$ cat src/rtl/cpu_nic.sv
// cpu_nic: memory-mapped NIC bridging the processor data bus and a mesh router port.
// Two DEPTH-entry FIFOs; full/empty decisions use pre-edge counts only.
module cpu_nic #(
  parameter int DEPTH = 4
) (
  input  logic        clk,
  input  logic        reset,
  input  logic [1:0]  addr,
  input  logic        nicEn,
  input  logic        nicWrEn,
  input  logic [0:63] d_in,
  output logic [0:63] d_out,
  input  logic        net_si,
  output logic        net_ri,
  input  logic [0:63] net_di,
  output logic        net_so,
  input  logic        net_ro,
  output logic [0:63] net_do
);
  localparam int AW = $clog2(DEPTH);
  localparam int CW = AW + 1;
  localparam logic [CW-1:0] FULL = CW'(DEPTH);
  logic [0:63] in_mem [DEPTH];
  logic [0:63] out_mem [DEPTH];
  logic [AW-1:0] in_rp, in_wp, out_rp, out_wp;
  logic [CW-1:0] in_cnt, out_cnt;
  logic rd, in_push, in_pop, out_push, out_pop;
  assign rd       = nicEn && !nicWrEn;
  assign net_ri   = in_cnt != FULL;
  assign net_so   = out_cnt != '0;
  assign in_push  = net_si && net_ri;
  assign in_pop   = rd && addr == 2'd0 && in_cnt != '0;
  assign out_push = nicEn && nicWrEn && addr == 2'd2 && out_cnt != FULL;
  assign out_pop  = net_so && net_ro;
  assign net_do   = net_so ? out_mem[out_rp] : '0;
  always_comb
    d_out = !rd            ? '0 :
            addr == 2'd0   ? (in_cnt != '0 ? in_mem[in_rp] : '0) :
            addr == 2'd1   ? 64'({in_cnt, in_cnt != '0}) :
            addr == 2'd3   ? 64'({out_cnt, out_cnt == FULL}) : '0;
  always_ff @(posedge clk) begin
    if (reset) begin
      in_rp   <= '0;
      in_wp   <= '0;
      in_cnt  <= '0;
      out_rp  <= '0;
      out_wp  <= '0;
      out_cnt <= '0;
    end else begin
      if (in_push) in_wp <= in_wp + AW'(1);
      if (in_pop) in_rp <= in_rp + AW'(1);
      if (out_push) out_wp <= out_wp + AW'(1);
      if (out_pop) out_rp <= out_rp + AW'(1);
      in_cnt  <= in_cnt + CW'(in_push) - CW'(in_pop);
      out_cnt <= out_cnt + CW'(out_push) - CW'(out_pop);
    end
  end
  // RAM contents are not reset; pointers alone define validity
  always_ff @(posedge clk) begin
    if (in_push) in_mem[in_wp] <= net_di;
    if (out_push) out_mem[out_wp] <= d_in;
  end
endmodule

$ cat config.mk
export PLATFORM = sky130hd
export DESIGN_NAME = cpu_nic
export DESIGN_NICKNAME = d
export VERILOG_FILES = /design/src/rtl/cpu_nic.sv
export SDC_FILE = /design/constraint.sdc
export NUM_CORES = 1
export LEC_CHECK = 0
export CELL_PAD_IN_SITES_DETAIL_PLACEMENT = 2
export CELL_PAD_IN_SITES_GLOBAL_PLACEMENT = 2
export CORE_MARGIN = 5
export CORE_UTILIZATION = 42
export CTS_CLUSTER_DIAMETER = 100
export CTS_CLUSTER_SIZE = 14
export DETAILED_ROUTE_END_ITERATION = 10
export PLACE_DENSITY_LB_ADDON = 0.1
export SLEW_MARGIN = 20
export SYNTH_ARGS = -nofsm -noshare
export SYNTH_HDL_FRONTEND = slang
export SYNTH_SLANG_ARGS = --single-unit
$ cat constraint.sdc
create_clock -name clk -period 4.4 [get_ports clk]
set_input_delay 1.1 -clock clk [delete_from_list [all_inputs] [get_ports clk]]
set_output_delay 1.1 -clock clk [all_outputs]
set_load 0.005 [all_outputs]
### Word-level counts from Yosys, hierarchy flattened

Memory sizes are Yosys's and may differ from the RTL's. A register that Yosys moved wholly into a read port is not among the register bits.
Cells that the tools add are included.

| storage, ports and cells | value |
|---|---|
| flip-flop bits (word level) | 14 |
| bits in writable memories | 512 |
| output and inout port bits | 130 |
| word-level logic and storage cells | 48 |
| memories | 2 |

Memories:

| name | depth | width | rd ports | clocked after Yosys merged registers in | wr ports | line | text |
|---|---|---|---|---|---|---|---|
| in_mem | 4 | 64 | 1 | 1 | 1 | 23 | `logic [0:63] in_mem [DEPTH];` |
| out_mem | 4 | 64 | 1 | 1 | 1 | 24 | `logic [0:63] out_mem [DEPTH];` |

| cells by class | value |
|---|---|
| add/sub/neg operators | 8 |
| equal/unequal tests | 6 |
| muxes and demuxes | 14 |
| reduce and logical (&&, ||, !) cells | 12 |

Operator list:

| operator | number |
|---|---|
| $mux 64 | 4 |
| $add 2x1->2 const B | 4 |
| $logic_and 1x1->1 | 8 |
| $mux 2 | 4 |
| $mux 4 | 2 |
| $add 3x1->3 | 2 |
| $ne 3x3->1 const B | 2 |
| $reduce_bool 3->1 | 2 |
| $sub 3x1->3 | 2 |
| $eq 2x2->1 const B | 2 |
| $mux 1 | 4 |
| $eq 3x3->1 const B | 1 |
| $eq 2x1->1 const B | 1 |
| $logic_not 2->1 | 1 |
| $logic_not 1->1 | 1 |

### Longest topological paths before layout

Gate-level depths: netlist of the first run.

| logic depth | value |
|---|---|
| depth after elaboration | 6 |
| gate-level depth with buffers | 11 |
| depth with buffers taken out | 10 |

### Worst setup path before layout of the first run

No wires, ideal clock.

| timing path | value |
|---|---|
| path type | input to register |
| start | input nicEn |
| end | memory out_mem[0][0] in the netlist's numbering, enable pin |
| library setup time | 429 ps |
| arrival time | 3198 ps |
| path slack | 773 ps |
| stages on the path | 3 |
| buffers on the path | 0 |
| path through | nand2_1 > a2111oi_4 > and2_1 |

| on the way | value |
|---|---|
| word-level cells in the longest chain between the ends | 5 |

Ends and longest elaborated chain:

| element | line | text |
|---|---|---|
| from (decl) | 9 | `input logic nicEn,` |
| $logic_and 1x1->1 (3 in series) | 33 | `assign out_push = nicEn && nicWrEn && addr == 2'd2 && out_cnt != FULL;` |
| $mux 1 | 61 | `if (out_push) out_mem[out_wp] <= d_in;` |
| $mux 1 (not written as such) | 61 |  |
| to (decl) | 24 |  |

No other way between the ends.

### Worst setup path in the final report of the first run

| timing path | value |
|---|---|
| start | input addr[1] |
| end | output d_out[26] in the netlist's numbering |

| on the way | value |
|---|---|
| word-level cells in the longest chain between the ends | 3 |

Ends and longest elaborated chain:

| element | line | text |
|---|---|---|
| from (decl) | 8 | `input logic [1:0] addr,` |
| $logic_not 2->1 | 38 | `addr == 2'd0 ? (in_cnt != '0 ? in_mem[in_rp] : '0) :` |
| $mux 64 | 38 |  |
| $mux 64 | 37 | `d_out = !rd ? '0 :` |
| to (decl) | 12 | `output logic [0:63] d_out,` |

No other way between the ends.

==> out/qor.yml, run 1 <==
timing:
  report.final.hold_viol_count: 0
  timing.final.setup_violations: 0
  achievable-frequency_ghz: 0.231
  timing.clock.skew_ns: 0.0169
  worst_pin_slew_ns: 0.716
  finalMaxSlewViolations: 0
  timing.setup.tns_ns: 0
  max-slew-margin-rel_pct: 52.1
  grt_setup_unrepaired: "false"
  min_period_over_period_pct: 98.4
  fin_crit_ns: 4.33
yosys:
  postSynthAreaPerCell_um2: 21.9
  synth.yosys.warnings: 0
  netlist.top_cell.by_area: "sky130_fd_sc_hd__edfxtp_1"
  ys_ff_latch: 530
  synth.net_count: 1078
  synthesis.instances: 928
  synth_area_leaders: "sky130_fd_sc_hd__edfxtp_1, sky130_fd_sc_hd__mux4_2, sky130_fd_sc_hd__and2_1"
  synthesis.area_um2: 20300
  synth-seq-area-share_pct: 77.3
  yosysUniqueCellTypes: 38
  synthDominantCellAreaShare_pct: 75.6
global_route:
  globalRoute.busiestLayer: "met2"
  grtUsageMet2_pct: 32.2
  grt_antenna_before_repair: 8
  globalRouteMet3Util_pct: 4.69
  largest_net_degree_at_the_start_of_global_routing: 65
  met1_global_route_usage_pct: 24.4
  global_route_wire_length_before_repair_um: 75000
  grt_pass1_vias: 11305
  grt_use_total_pct: 18.8
  grt-ovfl-total: 0
setup_path:
  critPathLaunchType: "input port"
  worstSetupPathDepth: 6
  r2r_setup_slack_ns: 1.39
  timing_worst_setup_path_type: "in2out"
  worstPathArrival_ns: 3.23
  critical_path.n_buffers_inverters: 3
  worst_ep_required_time_ns: 3.30
  timing.critical_path.mode_cell: "sky130_fd_sc_hd__clkdlybuf4s50_1"
  max_stage_delay_ns: 0.56
  critical-path-top-delay-family: "buffers and inverters"
  path_max_fanout: 22
  slowest_cell_on_the_critical_path: "sky130_fd_sc_hd__or4b_4"
  cp_cell_sequence: "clkdlybuf4s50_1 -> or4b_4 -> nand2b_4 -> buf_4 -> and2b_1 -> clkdlybuf4s50_1"
  rr_worst_depth: 12
  timing.critical_path.to_type: "output pin"
layout:
  drive_above_1_share_pct: 18.3
  final_common_cell: "sky130_fd_sc_hd__edfxtp_1"
  area_growth_syn_to_layout_pct: 24.5
  layout.cell_area.non_filler_um2: 25300
  layout.cells.most_common_list: "sky130_fd_sc_hd__edfxtp_1, sky130_fd_sc_hd__clkdlybuf4s50_1, sky130_fd_sc_hd__mux4_2, sky130_fd_sc_hd__and2_1, sky130_fd_sc_hd__clkbuf_16"
  final_net_count: 1378
hold_path:
  hold_depth: 2
  worst_hold_path_type: "reg2reg"
power_and_ir_drop:
  totalPowerFinal_uw: 12100
  power_leakage_uw: 0.00800
  seq_pwr_share_pct: 49.6
  power_frac_comb_pct: 20.6
  switching_power_uw: 2940
  irDropWorstVdd_mv: 0.429
  power.density_cell_area_nw_per_um2: 479
  switching_share_pct: 24.3
  clock_power_share_pct: 29.8
  internal_uw: 9180
clock_tree:
  worst_setup_hold_path_clk_slew_ns: 0.07
  cts_tree: "yes"
  clkSinkCount: 530
  insertion_delay_ns: 0.57
  num_cts_buffers: 43
  h-tree-depth: 2
  clockBufferDepth: 3
  cts.root.buffer_cell: "sky130_fd_sc_hd__clkbuf_16"
floorplan:
  initial_core_util_pct: 42.5
  fp-row-count: 80
  floorplan.die.height_um: 230
  dieArea_um2: 52900
  core_area_um2: 47800
  ios: 266
  chipWidth_um: 230
routing:
  remaining_drc_errors: 0
  postRouteWirelength_um: 49400
  drt_first_iter_violations: 579
  average_wire_per_standard_cell_um: 26.4
  dr.pass1.iters: 5
  ant_nets: 0
  drt-vias-per-instance: 5.31
  vias: 9932
flow_run:
  total_of_max_cap_violations: 0
run_status:
  status: "completed"
placement:
  place.detailed.hpwl_um: 32200
  place.port_buffers: 265
  place_congestion: 0.691
  placed_cell_area_um2: 24100
-- final timing paths --
check / to / startpoint
min reg2reg: flop / in_rp[1]$_SDFFE_PP0P_
max reg2reg: in_cnt[2]$_SDFF_PP0_ / in_cnt[1]$_SDFF_PP0_
max: d_out[26] / addr[1]
min: flop / in_rp[1]$_SDFFE_PP0P_
-- layer usage --
metal  vias up  share of wire, %
met4        14               2.0
met5         -              0.18
met3        75               5.8
met2       230                51
met1      5270                41
li1       4343                 -
-- synth_stat cells --
cell type / instances
sky130_fd_sc_hd__and2b_1: 25
sky130_fd_sc_hd__xor2_1: 2
sky130_fd_sc_hd__nand2b_4: 1
sky130_fd_sc_hd__nor2_1: 8
sky130_fd_sc_hd__buf_2: 14
sky130_fd_sc_hd__and2_2: 1
sky130_fd_sc_hd__mux2i_1: 1
sky130_fd_sc_hd__a21o_1: 2
sky130_fd_sc_hd__inv_1: 15
sky130_fd_sc_hd__or4_1: 1
sky130_fd_sc_hd__o311ai_0: 1
sky130_fd_sc_hd__mux4_2: 128
sky130_fd_sc_hd__or4b_4: 1
sky130_fd_sc_hd__fa_1: 2
sky130_fd_sc_hd__edfxtp_1: 512
sky130_fd_sc_hd__and3_1: 4
sky130_fd_sc_hd__o21ai_0: 1
sky130_fd_sc_hd__nand3_1: 2
sky130_fd_sc_hd__nand2b_1: 3
sky130_fd_sc_hd__a2111oi_4: 1
sky130_fd_sc_hd__or2_2: 1
sky130_fd_sc_hd__dfxtp_1: 18
sky130_fd_sc_hd__buf_1: 1
sky130_fd_sc_hd__xnor2_1: 4
sky130_fd_sc_hd__a21oi_1: 10
sky130_fd_sc_hd__nand2_1: 2
sky130_fd_sc_hd__o31ai_1: 2
sky130_fd_sc_hd__and2_1: 68
sky130_fd_sc_hd__a2111oi_0: 1
sky130_fd_sc_hd__clkbuf_1: 30
sky130_fd_sc_hd__ha_1: 12
sky130_fd_sc_hd__nor2b_1: 39
sky130_fd_sc_hd__nor3_1: 4
sky130_fd_sc_hd__or2b_1: 3
sky130_fd_sc_hd__a22oi_1: 3
sky130_fd_sc_hd__mux2_2: 1
sky130_fd_sc_hd__or3b_2: 1
sky130_fd_sc_hd__or3_1: 3
-- state kept, by name (all words and copies together) (netlist names), named ones only --
name,flops
in_rp,2
out_cnt,3
in_wp,2
out_rp,2
in_mem,256
out_mem,256
out_wp,2
in_cnt,3
-- cells by family (layout without fill, tap and decap cells) --
kind of cell    Yosys count  after routing  synth area share [%]
fa+ha+maj                14             14                 0.935
mux                     130            130                  14.3
buf+inv                  60            386                  1.19
flops                   530            530                  77.3
simple gates            167            167                  5.25
other cells               0              1                     0
xor+xnor                  6              6                 0.258
compound gates           21             21                 0.750
-- worst register-to-register path, cell delays in order, from the launching register on --
cell,delay [ns]
sky130_fd_sc_hd__dfxtp_1,0.37
sky130_fd_sc_hd__or3_1,0.52
sky130_fd_sc_hd__nand2b_4,0.15
sky130_fd_sc_hd__buf_4,0.28
sky130_fd_sc_hd__buf_4,0.18
sky130_fd_sc_hd__inv_1,0.03
sky130_fd_sc_hd__ha_1,0.26
sky130_fd_sc_hd__inv_1,0.04
sky130_fd_sc_hd__ha_1,0.20
sky130_fd_sc_hd__fa_1,0.41
sky130_fd_sc_hd__xnor2_1,0.22
sky130_fd_sc_hd__xnor2_1,0.16
sky130_fd_sc_hd__nor2_1,0.06
-- stage by stage --
step	util (%)	std cells	hold WS (ns)	setup slack (ns)
after floorplan	-	928	0.453	0.773
after global placement	50.3	1798	0.464	0.106
after detailed placement	50.3	1798	0.476	0.0281
after CTS	52.9	1869	0.490	0.0267
after global routing	52.9	1869	0.539	0.00442
final	52.9	1870	0.485	0.0684
-- power by group through the flow --
| stage | combinational [µW] | sequential [µW] | clock, µW |
|---|---|---|---|
| 3_3_place_gp | 2500 | 6110 | 0 |
| 5_1_grt | 2680 | 6050 | 3980 |
| 4_1_cts | 2570 | 6030 | 3760 |
| 2_1_floorplan | 1280 | 6010 | 0 |
| 3_5_place_dp | 2560 | 6140 | 0 |
| 6_report | 2490 | 6020 | 3610 |
-- cell type report --
class                   count  area, µm²
fillers                  4089      22500
flip-flops and latches    530      15700
multi-input cells         338       4400
repair buffers            300       3120
clock buffers              71       1230
well taps                 615        769
inverters                  15       56.3
diodes                      1       2.50
-- timing repair --
item,CTS,global route
hold buffers,0,0
endpoints found under the setup margin,0,1
gates resized for setup,0,1
buffers inserted,0,0
No activity file was read; power rests on OpenSTA's default activity.
==> run 2: changes to the inputs <==
--- a/config.mk
+++ b/config.mk
@@ -7,8 +7,9 @@
 export LEC_CHECK = 0
 export CELL_PAD_IN_SITES_DETAIL_PLACEMENT = 2
 export CELL_PAD_IN_SITES_GLOBAL_PLACEMENT = 2
-export CORE_MARGIN = 5
+export CORE_MARGIN = 4
 export CORE_UTILIZATION = 42
+export CTS_BUF_LIST = sky130_fd_sc_hd__clkbuf_8 sky130_fd_sc_hd__clkbuf_16
 export CTS_CLUSTER_DIAMETER = 100
 export CTS_CLUSTER_SIZE = 14
 export DETAILED_ROUTE_END_ITERATION = 10
==> run 2 against run 1 <==
Setup slack got worse by 0.011 ns. Clock power fell by 1%. Die area decreased by 1.7%. Combinational power is essentially flat. Non-clock buffer count increased by 1. First-iteration DRC count is 15% higher. Maximum frequency is 0.25% lower. Sequential cell count is the same. Clock skew rose by 0.0048 ns.
==> out/qor.yml, run 2 (synthesis gave the netlist of run 1 again) <==
timing:
  timing.final.setup_violations: 0
  postLayoutSetupSlackWorst_ns: 0.0577
  report.final.hold_viol_count: 0
  worst_pin_slew_ns: 0.691
  min_period_over_period_pct: 98.7
  grt_setup_unrepaired: "false"
  max-slew-margin-rel_pct: 53.9
  fin_crit_ns: 4.34
  timing.clock.skew_ns: 0.0217
  achievable-frequency_ghz: 0.230
  finalMaxSlewViolations: 0
  timing.setup.tns_ns: 0
layout:
  final_net_count: 1379
  antenna_cells: 0
  drive_above_1_share_pct: 18.2
  stdcell_count: 1878
  n_fill_cell: 4092
  top_regs: "in_mem (256), out_mem (256)"
  final_common_cell: "sky130_fd_sc_hd__edfxtp_1"
  layout.cells.most_common_list: "sky130_fd_sc_hd__edfxtp_1, sky130_fd_sc_hd__clkdlybuf4s50_1, sky130_fd_sc_hd__mux4_2, sky130_fd_sc_hd__and2_1, sky130_fd_sc_hd__inv_1"
  area_growth_syn_to_layout_pct: 24.6
hold_path:
  worst_hold_path_type: "reg2reg"
clock_tree:
  clkSinkCount: 530
  insertion_delay_ns: 0.58
  cts_tree: "yes"
  cts.root.buffer_cell: "sky130_fd_sc_hd__clkbuf_16"
  num_cts_buffers: 43
  clockBufferDepth: 3
  worst_setup_hold_path_clk_slew_ns: 0.07
  h-tree-depth: 2
flow_run:
  total_of_max_cap_violations: 0
routing:
  average_wire_per_standard_cell_um: 26.6
  postRouteWirelength_um: 49900
  vias: 10057
  dr.pass1.iters: 4
  ant_nets: 0
  remaining_drc_errors: 0
  drt-vias-per-instance: 5.36
  drt_first_iter_violations: 667
floorplan:
  fp-row-count: 80
  initial_core_util_pct: 42.5
  chipWidth_um: 228
  ios: 266
  dieArea_um2: 52000
  floorplan.die.height_um: 228
  core_area_um2: 47800
run_status:
  status: "completed"
power_and_ir_drop:
  totalPowerFinal_uw: 12100
  power_leakage_uw: 0.00819
  power.density_cell_area_nw_per_um2: 476
  irDropWorstVdd_mv: 0.283
setup_path:
  max_stage_delay_ns: 0.57
  timing.critical_path.to_type: "output pin"
  path_max_fanout: 31
  critPathLaunchType: "input port"
  cp_cell_sequence: "clkdlybuf4s50_1 -> or4b_4 -> nand2b_4 -> buf_12 -> and2b_1 -> clkdlybuf4s50_1"
  critical_path.n_buffers_inverters: 3
  r2r_setup_slack_ns: 1.79
  critical-path-top-delay-family: "buffers and inverters"
  timing.critical_path.mode_cell: "sky130_fd_sc_hd__clkdlybuf4s50_1"
  worstPathArrival_ns: 3.24
  slowest_cell_on_the_critical_path: "sky130_fd_sc_hd__or4b_4"
  worst_ep_required_time_ns: 3.30
  timing_worst_setup_path_type: "in2out"
global_route:
  grt_antenna_before_repair: 4
  largest_net_degree_at_the_start_of_global_routing: 65
  grt_pass1_vias: 11358
  grt-ovfl-total: 0
  global_route_wire_length_before_repair_um: 74900
  grt_use_total_pct: 19.0
placement:
  place.detailed.hpwl_um: 32800
  post-place-cells: 1797
  place.port_buffers: 265
  pre_cts_slack_ns: 0.0126
  place_congestion: 0.711
run 2: cell count changes in the layout (fill, tap and decap cells not counted), sizes merged:
cell	before	now
clkbuf	71	46
diode	1	0
buf	35	36
inv	15	48
dlymetal6s2s	0	1
dlygate4sd2	0	2
clkdlybuf4s50	265	262
run 2: area by class of cell:
class	instances	area (µm²)	share of cell area (%)
Clock buffer	46	1140	4.50
Clock inverter	33	124	0.489
Inverter	15	56.3	0.222
Multi-Input combinational cell	338	4380	17.3
Sequential cell	530	15700	62.1
Tap cell	615	769	3.04
Timing Repair Buffer	301	3120	12.3
run 2: worst register-to-register path: cells and delay by family (launching register included):
kind                       cells  cell delay, ns
xor gates and xnor gates       2            0.31
adders and majority gates      3            0.87
buffers and inverters          3            0.22
DFF                            1            0.37
and+or+nand+nor                3            0.72
run 2: final timing paths:
kind,start,to,depth (start not counted)
max,addr[1],d_out[28],6
min,in_rp[1]$_SDFFE_PP0P_,flop,2
max reg2reg,in_cnt[1]$_SDFF_PP0_,in_cnt[2]$_SDFF_PP0_,11
min reg2reg,in_rp[1]$_SDFFE_PP0P_,flop,2
run 2: timing repair:
item                                    CTS  global route
endpoints found under the setup margin    2             4
hold buffers                              0             0
buffers inserted                          0             2
cloned                                    0             0
gates resized for setup                   2             1
run 2: report_power, final:
part           internal [µW]  total, µW  switching (µW)  leakage [µW]
logic                   1440       2510            1070       0.00265
clock network           1860       3570            1710      0.000738
registers               5830       6000             168       0.00480
total                   9120      12100            2950       0.00819
run 2: routing by layer:
| metal | vias to the layer above | GRT usage (%) | routed length (µm) |
|---|---|---|---|
| li1 | 4352 | - | - |
| met3 | 65 | 4.29 | 2740 |
| met5 | - | 0 | 60 |
| met1 | 5388 | 24.3 | 20300 |
| met2 | 244 | 33.1 | 25900 |
| met4 | 8 | 4.76 | 939 |
run 2: metrics by stage:
stage / hold slack [ns] / cell area (µm²) / util (%)
after global routing: 0.535 / 25300 / 53.0
after detailed placement: 0.484 / 24100 / 50.3
after global placement: 0.461 / 24100 / 50.3
final: 0.502 / 25300 / 53.0
after CTS: 0.494 / 25300 / 52.9
after floorplan: 0.453 / 20300 / -
